**src/rtl/enemy_hit_detector_pkg.sv**
```systemverilog
// ----------------------------------------------------------------------------
// enemy_hit_detector_pkg
// Shared geometry and FSM encodings for the enemy formation row. The renderer,
// the collision logic and the hit detector all take the row geometry from here,
// so they always agree on where each enemy box is.
// Contents:
//   COORD_W, NUM_ENEMIES, ENEMY_W, ENEMY_H, ENEMY_PITCH  geometry constants
//   ST_IDLE / ST_SCAN / ST_REPORT                        FSM state encodings
//   coord_ext_t                                          coordinate with one guard bit
//   snapshot_t                                           bullet/formation sample
//   enemy_origin_x()                                     left edge of enemy idx
// ----------------------------------------------------------------------------
package enemy_hit_detector_pkg;

    localparam int COORD_W     = 10;
    localparam int NUM_ENEMIES = 8;
    localparam int IDX_W       = 3;
    localparam int ENEMY_W     = 32;
    localparam int ENEMY_H     = 24;
    localparam int ENEMY_PITCH = 48;

    localparam logic [1:0] ST_IDLE   = 2'd0;
    localparam logic [1:0] ST_SCAN   = 2'd1;
    localparam logic [1:0] ST_REPORT = 2'd2;

    // One extra bit so box origins to the right of the screen stay
    // out of reach of any on-screen coordinate instead of wrapping.
    typedef logic [COORD_W:0] coord_ext_t;

    typedef struct packed {
        logic [COORD_W-1:0] bx;
        logic [COORD_W-1:0] by;
        logic [COORD_W-1:0] fx;
        logic [COORD_W-1:0] fy;
    } snapshot_t;

    function automatic coord_ext_t enemy_origin_x(input logic [COORD_W-1:0] fx,
                                                  input logic [IDX_W-1:0]   idx);
        return {1'b0, fx} + (coord_ext_t'(idx) * coord_ext_t'(ENEMY_PITCH));
    endfunction

endpackage

```
**src/rtl/enemy_hit_detector_if.sv**
```systemverilog
// ----------------------------------------------------------------------------
// enemy_hit_detector_if
// Bundles the frame/bullet/formation inputs and the kill/status outputs of the
// hit detector. The master side (game logic) drives the inputs and reads the
// results; the slave side is the hit detector itself.
// Signals:
//   frame_tick, bullet_valid, bullet_x, bullet_y,
//   formation_x, formation_y, wave_reset          master -> slave
//   enemy_killed, bullet_hit, alive, all_dead, busy slave -> master
// ----------------------------------------------------------------------------
interface enemy_hit_detector_if;
    import enemy_hit_detector_pkg::*;

    logic                   frame_tick;
    logic                   bullet_valid;
    logic [COORD_W-1:0]     bullet_x;
    logic [COORD_W-1:0]     bullet_y;
    logic [COORD_W-1:0]     formation_x;
    logic [COORD_W-1:0]     formation_y;
    logic                   wave_reset;
    logic [NUM_ENEMIES-1:0] enemy_killed;
    logic                   bullet_hit;
    logic [NUM_ENEMIES-1:0] alive;
    logic                   all_dead;
    logic                   busy;

    modport master (
        output frame_tick, bullet_valid, bullet_x, bullet_y,
               formation_x, formation_y, wave_reset,
        input  enemy_killed, bullet_hit, alive, all_dead, busy
    );

    modport slave (
        input  frame_tick, bullet_valid, bullet_x, bullet_y,
               formation_x, formation_y, wave_reset,
        output enemy_killed, bullet_hit, alive, all_dead, busy
    );

endinterface

```
**src/rtl/enemy_hit_detector_box_hit_test.sv**
```systemverilog
// ----------------------------------------------------------------------------
// box_hit_test
// Combinational point-in-box test on guard-bit-extended coordinates. Left and
// top edges are inclusive, right and bottom edges exclusive.
// Ports:
//   pt_x_i, pt_y_i    point under test
//   box_x_i, box_y_i  box origin (top-left)
//   box_w_i, box_h_i  box size
//   hit_o             point lies inside the box
// ----------------------------------------------------------------------------
module box_hit_test
    import enemy_hit_detector_pkg::*;
(
    input  coord_ext_t pt_x_i,
    input  coord_ext_t pt_y_i,
    input  coord_ext_t box_x_i,
    input  coord_ext_t box_y_i,
    input  coord_ext_t box_w_i,
    input  coord_ext_t box_h_i,
    output logic       hit_o
);

    coord_ext_t box_x_end;
    coord_ext_t box_y_end;

    assign box_x_end = box_x_i + box_w_i;
    assign box_y_end = box_y_i + box_h_i;

    assign hit_o = (pt_x_i >= box_x_i) && (pt_x_i < box_x_end) &&
                   (pt_y_i >= box_y_i) && (pt_y_i < box_y_end);

endmodule

```
**src/rtl/enemy_hit_detector.sv**
```systemverilog
// ----------------------------------------------------------------------------
// enemy_hit_detector
// Keeps the alive bitmap of the 8-enemy row and, once per frame, sweeps the
// player bullet across the row one enemy per cycle. The first enemy hit is
// reported as a one-cycle one-hot kill pulse with a matching bullet_hit pulse,
// and is removed from the alive bitmap.
// Ports:
//   clk    system clock
//   rst_n  synchronous active-low reset
//   bus    enemy_hit_detector_if.slave (frame/bullet/formation in,
//          enemy_killed/bullet_hit/alive/all_dead/busy out)
//
// state  | meaning
// IDLE   | waiting for frame_tick with a bullet in flight
// SCAN   | testing enemy idx against the bullet snapshot, 8 cycles
// REPORT | kill pulse visible; killed bit removed from alive
// ----------------------------------------------------------------------------
module enemy_hit_detector
    import enemy_hit_detector_pkg::*;
(
    input  logic                 clk,
    input  logic                 rst_n,
    enemy_hit_detector_if.slave  bus
);

    logic [1:0]             state_q,        state_d;
    logic [IDX_W-1:0]       idx_q,          idx_d;
    snapshot_t              snap_q,         snap_d;
    logic                   hit_found_q,    hit_found_d;
    logic [IDX_W-1:0]       hit_idx_q,      hit_idx_d;
    logic [NUM_ENEMIES-1:0] alive_q,        alive_d;
    logic [NUM_ENEMIES-1:0] enemy_killed_q, enemy_killed_d;
    logic                   bullet_hit_q,   bullet_hit_d;
    logic                   busy_q,         busy_d;

    logic                   box_hit;
    logic                   cur_hit;

    box_hit_test u_box_hit_test (
        .pt_x_i  ({1'b0, snap_q.bx}),
        .pt_y_i  ({1'b0, snap_q.by}),
        .box_x_i (enemy_origin_x(snap_q.fx, idx_q)),
        .box_y_i ({1'b0, snap_q.fy}),
        .box_w_i (coord_ext_t'(ENEMY_W)),
        .box_h_i (coord_ext_t'(ENEMY_H)),
        .hit_o   (box_hit)
    );

    assign cur_hit = alive_q[idx_q] && box_hit;

    always_comb begin
        state_d        = state_q;
        idx_d          = idx_q;
        snap_d         = snap_q;
        hit_found_d    = hit_found_q;
        hit_idx_d      = hit_idx_q;
        alive_d        = alive_q;
        busy_d         = busy_q;
        enemy_killed_d = '0;
        bullet_hit_d   = 1'b0;

        if (bus.wave_reset) begin
            alive_d = {NUM_ENEMIES{1'b1}};
            state_d = ST_IDLE;
            busy_d  = 1'b0;
        end else begin
            case (state_q)
                ST_IDLE: begin
                    if (bus.frame_tick && bus.bullet_valid) begin
                        snap_d      = '{bx: bus.bullet_x,    by: bus.bullet_y,
                                        fx: bus.formation_x, fy: bus.formation_y};
                        hit_found_d = 1'b0;
                        hit_idx_d   = '0;
                        idx_d       = '0;
                        state_d     = ST_SCAN;
                        busy_d      = 1'b1;
                    end
                end
                ST_SCAN: begin
                    if (!hit_found_q && cur_hit) begin
                        hit_found_d = 1'b1;
                        hit_idx_d   = idx_q;
                    end
                    idx_d = idx_q + 1'b1;
                    // The last enemy's result is folded in here so the
                    // registered pulse lines up with the REPORT cycle.
                    if (idx_q == IDX_W'(NUM_ENEMIES - 1)) begin
                        state_d        = ST_REPORT;
                        enemy_killed_d = hit_found_d ? (NUM_ENEMIES'(1) << hit_idx_d) : '0;
                        bullet_hit_d   = hit_found_d;
                    end
                end
                ST_REPORT: begin
                    alive_d = alive_q & ~enemy_killed_q;
                    state_d = ST_IDLE;
                    busy_d  = 1'b0;
                end
                default: begin
                    state_d = ST_IDLE;
                    busy_d  = 1'b0;
                end
            endcase
        end
    end

    always_ff @(posedge clk) begin
        if (!rst_n) begin
            state_q        <= ST_IDLE;
            idx_q          <= '0;
            snap_q         <= '0;
            hit_found_q    <= 1'b0;
            hit_idx_q      <= '0;
            alive_q        <= {NUM_ENEMIES{1'b1}};
            enemy_killed_q <= '0;
            bullet_hit_q   <= 1'b0;
            busy_q         <= 1'b0;
        end else begin
            state_q        <= state_d;
            idx_q          <= idx_d;
            snap_q         <= snap_d;
            hit_found_q    <= hit_found_d;
            hit_idx_q      <= hit_idx_d;
            alive_q        <= alive_d;
            enemy_killed_q <= enemy_killed_d;
            bullet_hit_q   <= bullet_hit_d;
            busy_q         <= busy_d;
        end
    end

    assign bus.enemy_killed = enemy_killed_q;
    assign bus.bullet_hit   = bullet_hit_q;
    assign bus.alive        = alive_q;
    assign bus.all_dead     = (alive_q == '0);
    assign bus.busy         = busy_q;

endmodule
```
**src/flat_wrapper.sv**
```systemverilog
// flat-port wrapper written by rule: the top's interface ports become plain ports
module enemy_hit_detector_flat import enemy_hit_detector_pkg::*;
  (clk, rst_n, bus_frame_tick, bus_bullet_valid, bus_bullet_x, bus_bullet_y, bus_formation_x, bus_formation_y, bus_wave_reset, bus_enemy_killed, bus_bullet_hit, bus_alive, bus_all_dead, bus_busy);
  enemy_hit_detector_if bus_i ();
  input  logic clk;
  input  logic rst_n;
  input wire logic [$bits(bus_i.frame_tick)-1:0] bus_frame_tick;
  input wire logic [$bits(bus_i.bullet_valid)-1:0] bus_bullet_valid;
  input wire logic [$bits(bus_i.bullet_x)-1:0] bus_bullet_x;
  input wire logic [$bits(bus_i.bullet_y)-1:0] bus_bullet_y;
  input wire logic [$bits(bus_i.formation_x)-1:0] bus_formation_x;
  input wire logic [$bits(bus_i.formation_y)-1:0] bus_formation_y;
  input wire logic [$bits(bus_i.wave_reset)-1:0] bus_wave_reset;
  output wire logic [$bits(bus_i.enemy_killed)-1:0] bus_enemy_killed;
  output wire logic [$bits(bus_i.bullet_hit)-1:0] bus_bullet_hit;
  output wire logic [$bits(bus_i.alive)-1:0] bus_alive;
  output wire logic [$bits(bus_i.all_dead)-1:0] bus_all_dead;
  output wire logic [$bits(bus_i.busy)-1:0] bus_busy;
  assign bus_i.frame_tick = bus_frame_tick;
  assign bus_i.bullet_valid = bus_bullet_valid;
  assign bus_i.bullet_x = bus_bullet_x;
  assign bus_i.bullet_y = bus_bullet_y;
  assign bus_i.formation_x = bus_formation_x;
  assign bus_i.formation_y = bus_formation_y;
  assign bus_i.wave_reset = bus_wave_reset;
  assign bus_enemy_killed = bus_i.enemy_killed;
  assign bus_bullet_hit = bus_i.bullet_hit;
  assign bus_alive = bus_i.alive;
  assign bus_all_dead = bus_i.all_dead;
  assign bus_busy = bus_i.busy;
  enemy_hit_detector u_core (.clk(clk), .rst_n(rst_n), .bus(bus_i));
endmodule
```
**config.mk**
```make
export PLATFORM = sky130hd
export DESIGN_NAME = enemy_hit_detector_flat
export DESIGN_NICKNAME = d
export VERILOG_FILES = /design/src/rtl/enemy_hit_detector_pkg.sv /design/src/rtl/enemy_hit_detector_if.sv /design/src/rtl/enemy_hit_detector_box_hit_test.sv /design/src/rtl/enemy_hit_detector.sv /design/src/flat_wrapper.sv
export SDC_FILE = /design/constraint.sdc
export NUM_CORES = 1
export LEC_CHECK = 0
export BUFFER_PORTS_ARGS = -buffer_cell sky130_fd_sc_hd__clkbuf_2
export CAP_MARGIN = 10
export CORE_MARGIN = 2
export CORE_UTILIZATION = 50
export DETAILED_ROUTE_END_ITERATION = 7
export PLACE_DENSITY = 0.72
export RECOVER_POWER = 25
export SKIP_CTS_REPAIR_TIMING = 1
export SYNTH_ARGS = -nofsm -noshare
export SYNTH_HDL_FRONTEND = slang
export SYNTH_SLANG_ARGS = --single-unit
```
**constraint.sdc**
```tcl
create_clock -name clk -period 8.9 [get_ports clk]
set_input_delay 1.335 -clock clk [delete_from_list [all_inputs] [get_ports clk]]
set_output_delay 1.335 -clock clk [all_outputs]
set_load 0.01 [all_outputs]
```
==> results of run 1 <==
==> cell families after synthesis <==
family / Yosys count / share of synthesized area
DFF: 67 / 0.342
buffers and inverters: 53 / 0.0545
adders and majority gates: 44 / 0.144
AOI/OAI and AO/OA: 103 / 0.190
and+or+nand+nor: 195 / 0.224
muxes: 6 / 0.0185
xor gates and xnor gates: 12 / 0.0268
==> placed cells by master, fill, tap and decap left out, types with 3 or more instances in the layout <==
| cell type | n |
|---|---|
| sky130_fd_sc_hd__clkbuf_1 | 4 |
| sky130_fd_sc_hd__o21a_1 | 4 |
| sky130_fd_sc_hd__o2111ai_1 | 5 |
| sky130_fd_sc_hd__xor2_1 | 5 |
| sky130_fd_sc_hd__a211oi_1 | 3 |
| sky130_fd_sc_hd__nor2_1 | 14 |
| sky130_fd_sc_hd__nor3_1 | 5 |
| sky130_fd_sc_hd__clkbuf_2 | 61 |
| sky130_fd_sc_hd__clkbuf_8 | 10 |
| sky130_fd_sc_hd__xnor2_1 | 7 |
| sky130_fd_sc_hd__nand3_1 | 16 |
| sky130_fd_sc_hd__a21oi_1 | 17 |
| sky130_fd_sc_hd__a21o_1 | 3 |
| sky130_fd_sc_hd__nor2b_1 | 11 |
| sky130_fd_sc_hd__dfxtp_1 | 67 |
| sky130_fd_sc_hd__and2_1 | 3 |
| sky130_fd_sc_hd__o21ai_0 | 11 |
| sky130_fd_sc_hd__nand4_1 | 12 |
| sky130_fd_sc_hd__inv_1 | 29 |
| sky130_fd_sc_hd__ha_1 | 42 |
| sky130_fd_sc_hd__a21boi_0 | 18 |
| sky130_fd_sc_hd__nand2_1 | 120 |
| sky130_fd_sc_hd__mux2i_1 | 5 |
| sky130_fd_sc_hd__a21boi_1 | 24 |
==> metrics by stage <==
stage | total power [mW] | setup slack [ns] | utilization | instance area (µm²)
after floorplan | 0.376 | 5.31 | - | 3920
after global placement | 0.398 | 4.55 | 0.562 | 4300
after detailed placement | 0.401 | 4.34 | 0.562 | 4300
after CTS | 0.662 | 4.29 | 0.589 | 4500
after global routing | 0.684 | 3.91 | 0.588 | 4500
final | 0.655 | 4.25 | 0.588 | 4500
==> worst max-delay path: cells and delay by family, from the launching register on <==
family,cells,cell delay [ns]
compound gates,5,1.71
fa+ha+maj,4,1.39
flops,1,0.67
simple gates,3,0.56
mux,1,0.18
==> sequential cells by signal, summed over array words and instances, names as in the netlist <==
register,count
u_core.bus.enemy_killed,8
u_core.state_q,2
u_core.hit_found_q,1
u_core.snap_q,40
u_core.bus.bullet_hit,1
u_core.bus.busy,1
u_core.idx_q,3
u_core.hit_idx_q,3
u_core.bus.alive,8
==> per-layer routing <==
| layer | wire [µm] | vias up | part of all wire | track usage |
|---|---|---|---|---|
| met5 | 0 | - | 0 | 0 |
| met4 | 172 | 0 | 0.019 | 0.0833 |
| met3 | 419 | 18 | 0.047 | 0.0561 |
| met2 | 4400 | 89 | 0.50 | 0.389 |
| met1 | 3890 | 1604 | 0.44 | 0.264 |
| li1 | - | 1759 | - | - |
==> worst min-delay path by stage <==
stage / from / endpoint / slack, ns / cells after the start
floorplan: u_core.snap_q[11]$_SDFFE_PN0P_ / u_core.snap_q[11]$_SDFFE_PN0P_ / 0.44 / 2
global placement: u_core.snap_q[30]$_SDFFE_PN0P_ / u_core.snap_q[30]$_SDFFE_PN0P_ / 0.44 / 2
detailed placement: u_core.snap_q[12]$_SDFFE_PN0P_ / u_core.snap_q[12]$_SDFFE_PN0P_ / 0.45 / 2
CTS: u_core.snap_q[12]$_SDFFE_PN0P_ / u_core.snap_q[12]$_SDFFE_PN0P_ / 0.46 / 2
global route: u_core.snap_q[12]$_SDFFE_PN0P_ / u_core.snap_q[12]$_SDFFE_PN0P_ / 0.49 / 2
finish: u_core.snap_q[13]$_SDFFE_PN0P_ / u_core.snap_q[13]$_SDFFE_PN0P_ / 0.46 / 2
==> power groups by stage <==
stage	clock, mW	sequential [mW]	combinational [mW]
after detailed placement	0	0.319	0.0821
final	0.262	0.312	0.0816
after global routing	0.278	0.313	0.0929
after floorplan	0	0.317	0.0594
after CTS	0.267	0.312	0.0826
after global placement	0	0.319	0.0796
==> layout make-up <==
type                    count  area, µm²
clock buffers              11        141
clock inverters             5       62.6
fillers                   696       3150
inverters                  30        113
multi-input cells         360       2390
flip-flops and latches     67       1340
well taps                 102        128
repair buffers             65        324
==> flow_summary.json, run 1 <==
{
  "antenna-diode-count": 0,
  "ffs_latches_synth": 67,
  "yosys.cell_types.count": 50,
  "cts_max_path_buffers": 2,
  "synth.most_common_cell": "sky130_fd_sc_hd__nand2_1",
  "timing.critical_path.fanout_max": 13,
  "power_density_nw_per_um2": 146,
  "detailedRoute.firstIterationViolations": 216,
  "fmax_mhz": 215,
  "synth_warnings": 0,
  "final_layout_size_suffix_gt1_frac": 0.160,
  "min_period_over_period": 0.522,
  "ir_worst_vdd_v": 0.0000897,
  "setup_tns_ns": 0,
  "die_width_um": 92.6,
  "number_of_synthesized_flops_with_an_enable_pin": 0,
  "design.final.nets": 622,
  "cts_buffers": 9,
  "critical-path-max-stage-delay_ns": 0.89,
  "area_growth_syn_to_layout_pct": 14.6,
  "tritoncts_clock_tree": "done",
  "synth_top_area_frac": 0.342,
  "reg2reg_slack_ns": 4.25,
  "via_count": 3470,
  "root_buffer": "sky130_fd_sc_hd__clkbuf_8",
  "coreArea_um2": 7650,
  "run_status": "complete, but fails checks",
  "power_frac_clock": 0.399,
  "overall_overflow_remaining_after_global_route": 0,
  "worstReg2RegStart": "u_core.idx_q[1]$_SDFFE_PN0P_",
  "final-setup-viol-count": 0,
  "yosysSeqAreaShare": 0.342,
  "dp_cells": 624,
  "globalplace.congestion": 0.894,
  "worst_setup_path_endpoint": "u_core.hit_idx_q[1]$_SDFFE_PN0P_",
  "stdcell_count": 640,
  "drt_pass1_iterations": 6,
  "floorplan.die_area_um2": 8570,
  "share_comb_of_total_power": 0.125,
  "wire_length_of_the_first_global_routing_pass_um": 15200,
  "reg2reg_depth": 13,
  "violations": "capacitance limit, slew limit",
  "drv_slew": 48,
  "antenna_found_initial": 0,
  "synth_top_area_cell": "sky130_fd_sc_hd__dfxtp_1",
  "critical-path-top-cell-by-count": "sky130_fd_sc_hd__ha_1",
  "setup.worst_path.end_class": "flip-flop",
  "dominantRegCellSynth": "sky130_fd_sc_hd__dfxtp_1",
  "remaining_antenna_violation_count": 0,
  "intPower_mw": 0.480,
  "worst_reg2reg_path_endpoint": "u_core.hit_idx_q[1]$_SDFFE_PN0P_",
  "die-height_um": 92.6,
  "timing.critical_path.required_ns": 9.13,
  "power.share.switching": 0.268,
  "timing.critical_path.from_type": "flip-flop",
  "critical_path.cell_chain": "ha_1, fa_1, ha_1, o21a_1, a2111oi_4, nor3b_2, ha_1, o21a_1, o22ai_1, nand3b_1, a2111oi_2, nand4_2, mux2i_1",
  "clock-sinks": 67,
  "count_of_buffers_from_port_buffering": 63,
  "worstHoldPathType": "flip-flop to flip-flop",
  "mappedNetlistNets": 569,
  "rsz0062_at_grt": "false",
  "ys_async_sr_fraction": 0,
  "critical-path-slowest-cell": "sky130_fd_sc_hd__a2111oi_2",
  "globalRouteTotalUtil": 0.223,
  "routedWlPerCell_um": 13.9,
  "hold_ws_ns": 0.456,
  "ctsHtreeMaxLevel": 3,
  "netlist_area_um2": 3920,
  "clk_transition_reported_paths_ns": 0.07,
  "synth_common_cells": "sky130_fd_sc_hd__nand2_1, sky130_fd_sc_hd__dfxtp_1, sky130_fd_sc_hd__a21boi_1, sky130_fd_sc_hd__ha_1, sky130_fd_sc_hd__inv_1",
  "vias_in_the_first_global_route": 3395,
  "worst_clock_skew_ns": 0.0127,
  "syn_avg_cell_area_um2": 8.17,
  "count_of_pins_on_the_block_boundary": 64,
  "slew_limit_headroom": -0.378,
  "drt_wl_total_um": 8890,
  "switching_power_mw": 0.175,
  "critPathKind": "flip-flop to flip-flop",
  "timing.max_cap.violations": 1,
  "crit_arrival_ns": 4.88,
  "netlist_instances": 480,
  "hold_viol_final": 0,
  "dpl.hpwl_um": 6450,
  "worstSkewPairLatency_ns": 0.35,
  "leakage_nw": 1.88,
  "power_frac_seq": 0.476,
  "initial_utilization": 0.513,
  "tightest_slew_ns": 2.07,
  "setup.worst_path.start": "u_core.idx_q[1]$_SDFFE_PN0P_",
  "drt-vias-per-instance": 5.42,
  "drc": 0,
  "grt_start_max_net_pins": 52,
  "layout_min_cycle_time_ns": 4.65,
  "cell_row_count": 32,
  "synth.top_cells.by_area": "sky130_fd_sc_hd__dfxtp_1, sky130_fd_sc_hd__ha_1, sky130_fd_sc_hd__nand2_1"
}
(Power assumes the default switching activity.)
==> inputs of run 2 (changes only) <==
- PLACE_DENSITY: 0.72 -> 0.75
- clock period: 8.9 -> 3.86 ns (I/O delays scaled with it)
==> run 2 against run 1 <==
Against the previous run:
- the run now ends clean
- total power rose by 140%
- utilization rose by 3.4 points
- combinational power rose to 2.8 times the previous value
- setup slack worse by 4.2 ns
- cell count up 2.5%
- clock power increased by 130%
- clock skew decreased by 0.0010 ns
- highest routed layer unchanged
==> flow_summary.json, run 2 (synthesized netlist as in run 1, its figures left out) <==
{
  "run_status": "finished clean",
  "area_growth_syn_to_layout_pct": 21.2,
  "worstSkewPairLatency_ns": 0.34,
  "area_used_by_multi_input_combinational_logic_um2": 2520,
  "initial_utilization": 0.513,
  "layout.cell_area.non_filler_um2": 4760,
  "nFillCells": 665,
  "final_layout_size_suffix_gt1_frac": 0.204,
  "critical-path-slowest-cell": "sky130_fd_sc_hd__fa_2",
  "layout.cells.most_common": "sky130_fd_sc_hd__nand2_1",
  "globalRouteTotalUtil": 0.220,
  "slew_limit_headroom": 0.334,
  "timing.max_cap.violations": 0,
  "timing.critical_path.fanout_max": 5,
  "design.final.nets": 639,
  "floorplan.die_area_um2": 8570,
  "critical-path-max-stage-delay_ns": 0.38,
  "count_of_buffers_from_port_buffering": 63,
  "power_density_nw_per_um2": 325,
  "antenna_found_initial": 0,
  "ctsHtreeMaxLevel": 3,
  "fmax_mhz": 263,
  "globalplace.congestion": 0.870,
  "routedWlPerCell_um": 14.1,
  "wire_length_of_the_first_global_routing_pass_um": 15100,
  "rsz0062_at_grt": "true",
  "antenna-diode-count": 0,
  "leakage_nw": 1.95,
  "hold_viol_final": 0,
  "crit_arrival_ns": 4.03,
  "drt_wl_total_um": 9220,
  "root_buffer": "sky130_fd_sc_hd__clkbuf_8",
  "cts_max_path_buffers": 2,
  "drv_slew": 0,
  "drc": 0,
  "dpl.hpwl_um": 6580,
  "layout.cells.most_common_list": "sky130_fd_sc_hd__nand2_1, sky130_fd_sc_hd__dfxtp_1, sky130_fd_sc_hd__clkbuf_2",
  "timing.critical_path.from_type": "flip-flop",
  "die_width_um": 92.6,
  "largest_reg_flops": 40,
  "setup_tns_ns": 0,
  "min_period_over_period": 0.987,
  "stdcell_count": 656,
  "critical_path.cell_chain": "ha_4, fa_2, xor2_1, ha_2, or2_1, o22ai_2, xor2_1, nor2_1, nand2_1, xnor2_1, ha_1, and2_4, a221oi_2, o21ai_1, o32ai_2, buf_4, nand4_4, mux2i_1",
  "count_of_pins_on_the_block_boundary": 64,
  "drt-vias-per-instance": 5.41,
  "layout.area.seq_um2": 1350,
  "clock-sinks": 67,
  "grt_start_max_net_pins": 51,
  "tritoncts_clock_tree": "done",
  "timing.critical_path.max_delay_family": "adder cells",
  "timing.critical_path.required_ns": 4.08,
  "dp_cells": 633,
  "final-setup-viol-count": 0,
  "coreArea_um2": 7650,
  "placedInstanceArea_um2": 4370,
  "remaining_antenna_violation_count": 0,
  "worstHoldPathType": "input port to flip-flop",
  "tightest_slew_ns": 0.996,
  "detailedRoute.firstIterationViolations": 158,
  "die-height_um": 92.6,
  "critical-path-top-cell-by-count": "sky130_fd_sc_hd__xor2_1",
  "cts_buffers": 9,
  "setup.worst_path.end_class": "flip-flop",
  "worst_clock_skew_ns": 0.0117,
  "vias_in_the_first_global_route": 3413,
  "drt_pass1_iterations": 5,
  "critPathKind": "flip-flop to flip-flop",
  "critical_path.n_buffers_inverters": 1,
  "clk_transition_reported_paths_ns": 0.08,
  "top_register": "u_core.snap_q",
  "via_count": 3551,
  "cell_row_count": 32,
  "layout_min_cycle_time_ns": 3.81,
  "power.total_mw": 1.54,
  "ir_worst_vdd_v": 0.000156,
  "overall_overflow_remaining_after_global_route": 0
}
[run 2: cell types whose count changed in the layout (fill, tap and decap cells not counted), sizes merged]
cell    before  now
buf          1   19
clkinv       2    1
clkbuf      75   74
[run 2: tightest hold or removal path, stage by stage]
cell and delay [ns]:
sky130_fd_sc_hd__clkbuf_2 0.08, sky130_fd_sc_hd__nand2_1 0.05, sky130_fd_sc_hd__a21boi_1 0.05
[run 2: layout make-up]
| cell class | instances | share of cell area |
|---|---|---|
| clock inverter | 4 | 0.0105 |
| timing repair buffer | 82 | 0.0939 |
| tap | 102 | 0.0268 |
| multi-input combinational | 360 | 0.530 |
| sequential | 67 | 0.283 |
| clock buffer | 11 | 0.0318 |
| inverter | 30 | 0.0237 |
[run 2: per-layer routing]
layer  routed length (µm)  part of all wire  global-route usage
met3                  380             0.041              0.0317
met4                  180             0.020              0.0896
met1                 4060              0.44               0.266
met5                    0                 0                   0
met2                 4600              0.50               0.389
[run 2: worst paths after layout]
| check | end | from | slack, ns | cells past startpoint |
|---|---|---|---|---|
| max | u_core.hit_idx_q[1]$_SDFFE_PN0P_ | u_core.idx_q[1]$_SDFFE_PN0P_ | 0.05 | 18 |
| max reg2reg | u_core.hit_idx_q[1]$_SDFFE_PN0P_ | u_core.idx_q[1]$_SDFFE_PN0P_ | 0.05 | 18 |
| min reg2reg | u_core.snap_q[30]$_SDFFE_PN0P_ | u_core.snap_q[30]$_SDFFE_PN0P_ | 0.46 | 2 |
| min | u_core.snap_q[33]$_SDFFE_PN0P_ | bus_bullet_x[3] | 0.45 | 3 |
[run 2: power by group]
| part | switching, mW | internal [mW] |
|---|---|---|
| registers | 0.0132 | 0.705 |
| clock network | 0.272 | 0.329 |
| logic | 0.121 | 0.105 |
[run 2: per-stage QoR]
| step | utilization | hold WS [ns] | setup slack, ns |
|---|---|---|---|
| 4_1_cts | 0.597 | 0.446 | -0.0198 |
| 3_3_place_gp | 0.571 | 0.443 | 0.152 |
| 3_5_place_dp | 0.571 | 0.450 | 0.00619 |
| 2_1_floorplan | - | 0.435 | 0.274 |
| 5_1_grt | 0.622 | 0.453 | -0.116 |
| 6_report | 0.622 | 0.448 | 0.0514 |
==> inputs of run 3 (changes only) <==
- clock period: 3.86 -> 3.4 ns (I/O delays scaled with it)
==> run 3 against run 2 <==
Against the previous run:
- hold slack lost 0.072 ns
- setup slack got worse by 0.48 ns
- global-route usage grew 1.3 points
- flip-flop and latch count unchanged
- clock power rose by 11%
- fmax is 0.59% lower
- routed wire length up 8.6%
- sequential share of layout area down 0.82 points
- register-to-register slack worse by 0.48 ns
- total power is 14% higher
- the flow now finishes with violations (setup timing)
==> flow_summary.json, run 3 (synthesized netlist as in run 1, its figures left out) <==
{
  "drt-vias-per-instance": 5.50,
  "area_growth_syn_to_layout_pct": 24.9,
  "count_of_buffers_from_port_buffering": 63,
  "final_core_utilization": 0.641,
  "run_status": "complete, but fails checks",
  "tightest_slew_ns": 0.613,
  "floorplan.die_area_um2": 8570,
  "cts_buffers": 9,
  "antenna-diode-count": 0,
  "layout.cells.most_common": "sky130_fd_sc_hd__nand2_1",
  "globalplace.congestion": 0.819,
  "clock-sinks": 67,
  "timing.critical_path.fanout_max": 5,
  "antenna_found_initial": 0,
  "die-height_um": 92.6,
  "worst_hold_path.num_cells": 3,
  "layout.cells.most_common_list": "sky130_fd_sc_hd__nand2_1, sky130_fd_sc_hd__dfxtp_1, sky130_fd_sc_hd__clkbuf_2",
  "detailedRoute.firstIterationViolations": 128,
  "finalWorstSetupSlack_ns": -0.431,
  "fmax_mhz": 261,
  "worst_clock_skew_ns": 0.0102,
  "worstSkewPairLatency_ns": 0.35,
  "layout_min_cycle_time_ns": 3.83,
  "ctsHtreeMaxLevel": 3,
  "design.final.nets": 651,
  "drt_pass1_iterations": 4,
  "rsz0062_at_grt": "true",
  "setup.worst_path.end_class": "flip-flop",
  "top_register": "u_core.snap_q",
  "drc": 0,
  "dp_worst_setup_slack_ns": -0.381,
  "min_period_over_period": 1.13,
  "clk_transition_reported_paths_ns": 0.07,
  "violations": "setup timing",
  "crit_arrival_ns": 4.10,
  "remaining_antenna_violation_count": 0,
  "overall_overflow_remaining_after_global_route": 0,
  "largest_reg_flops": 40,
  "critical-path-slowest-cell": "sky130_fd_sc_hd__fa_2",
  "layout.area.seq_um2": 1350,
  "timing.max_cap.violations": 0,
  "reg2reg_depth": 17,
  "area_used_by_multi_input_combinational_logic_um2": 2550,
  "ir_worst_vdd_v": 0.000192,
  "slew_limit_headroom": 0.591,
  "critical_path.cell_chain": "ha_4, fa_2, ha_4, nor2b_2, o22ai_2, xor2_2, nor2_1, nand2_1, xnor2_1, ha_1, and2_4, a221oi_2, o21ai_2, o32ai_4, buf_6, nand4_1, a21oi_2",
  "routedWlPerCell_um": 15.0,
  "final_layout_size_suffix_gt1_frac": 0.232,
  "critical-path-max-stage-delay_ns": 0.49,
  "cts_max_path_buffers": 2,
  "wire_length_of_the_first_global_routing_pass_um": 15800,
  "vias_in_the_first_global_route": 3609,
  "grt_start_max_net_pins": 51,
  "drv_slew": 0,
  "cell_row_count": 32,
  "count_of_pins_on_the_block_boundary": 64,
  "root_buffer": "sky130_fd_sc_hd__clkbuf_8",
  "leakage_nw": 2.03,
  "hold_ws_ns": 0.376,
  "power_density_nw_per_um2": 360,
  "initial_utilization": 0.513,
  "timing.critical_path.required_ns": 3.67,
  "dpl.hpwl_um": 7070,
  "drt_wl_total_um": 10000,
  "coreArea_um2": 7650,
  "die_width_um": 92.6,
  "critical-path-top-cell-by-count": "sky130_fd_sc_hd__ha_4",
  "tritoncts_clock_tree": "done",
  "worstHoldPathType": "input port to flip-flop",
  "globalRouteTotalUtil": 0.233,
  "via_count": 3663,
  "timing.critical_path.from_type": "flip-flop",
  "critPathKind": "flip-flop to flip-flop",
  "hold_viol_final": 0,
  "final-setup-viol-count": 13,
  "nFillCells": 680
}
## run 3: cell count changes in the layout (fill, tap and decap cells not counted), sizes merged
cell	delta
buf	+12
clkinv	-1
clkinvlp	-1
## run 3: through the flow
step	TNS (ns)	std cells	total power [mW]	instance area, µm²
2_1_floorplan	-0.577	480	0.989	3960
4_1_cts	-4.72	661	1.74	4720
3_5_place_dp	-4.26	648	1.08	4530
3_3_place_gp	-2.69	648	1.08	4530
6_report	-4.93	666	1.76	4900
5_1_grt	-6.75	666	1.84	4900
## run 3: worst paths after layout
path | slack (ns) | startpoint | to
max | -0.43 | u_core.idx_q[1]$_SDFFE_PN0P_ | u_core.bus.enemy_killed[6]$_SDFF_PP0_
min | 0.38 | bus_formation_x[5] | u_core.snap_q[15]$_SDFFE_PN0P_
max reg2reg | -0.43 | u_core.idx_q[1]$_SDFFE_PN0P_ | u_core.bus.enemy_killed[6]$_SDFF_PP0_
min reg2reg | 0.46 | u_core.snap_q[12]$_SDFFE_PN0P_ | u_core.snap_q[12]$_SDFFE_PN0P_
## run 3: report_power, final
part / leakage (nW) / switching, mW / internal [mW]
sequential: 0.544 / 0.0154 / 0.801
combinational: 1.40 / 0.146 / 0.135
clock: 0.0934 / 0.298 / 0.367
total: 2.03 / 0.459 / 1.30
## run 3: worst max-delay path: cells and delay by family (launching register included)
family | cells | cell delay (ns)
flops | 1 | 0.37
compound gates | 5 | 0.85
xor+xnor | 2 | 0.32
buf+inv | 1 | 0.18
fa+ha+maj | 4 | 1.33
simple gates | 5 | 0.70
## run 3: per-layer routing
metal | global-route usage | up-vias | part of all wire | wire length [µm]
li1 | - | 1822 | - | -
met1 | 0.267 | 1736 | 0.42 | 4220
met2 | 0.429 | 84 | 0.52 | 5210
met3 | 0.0407 | 21 | 0.036 | 356
met4 | 0.0871 | 0 | 0.023 | 227
met5 | 0 | - | 0 | 0
## run 3: cell type report
| type | instances | area share |
|---|---|---|
| inverter | 30 | 0.0230 |
| timing repair buffer | 94 | 0.117 |
| clock inverter | 2 | 0.00766 |
| multi-input combinational | 360 | 0.521 |
| clock buffer | 11 | 0.0309 |
| sequential | 67 | 0.275 |
| tap | 102 | 0.0260 |
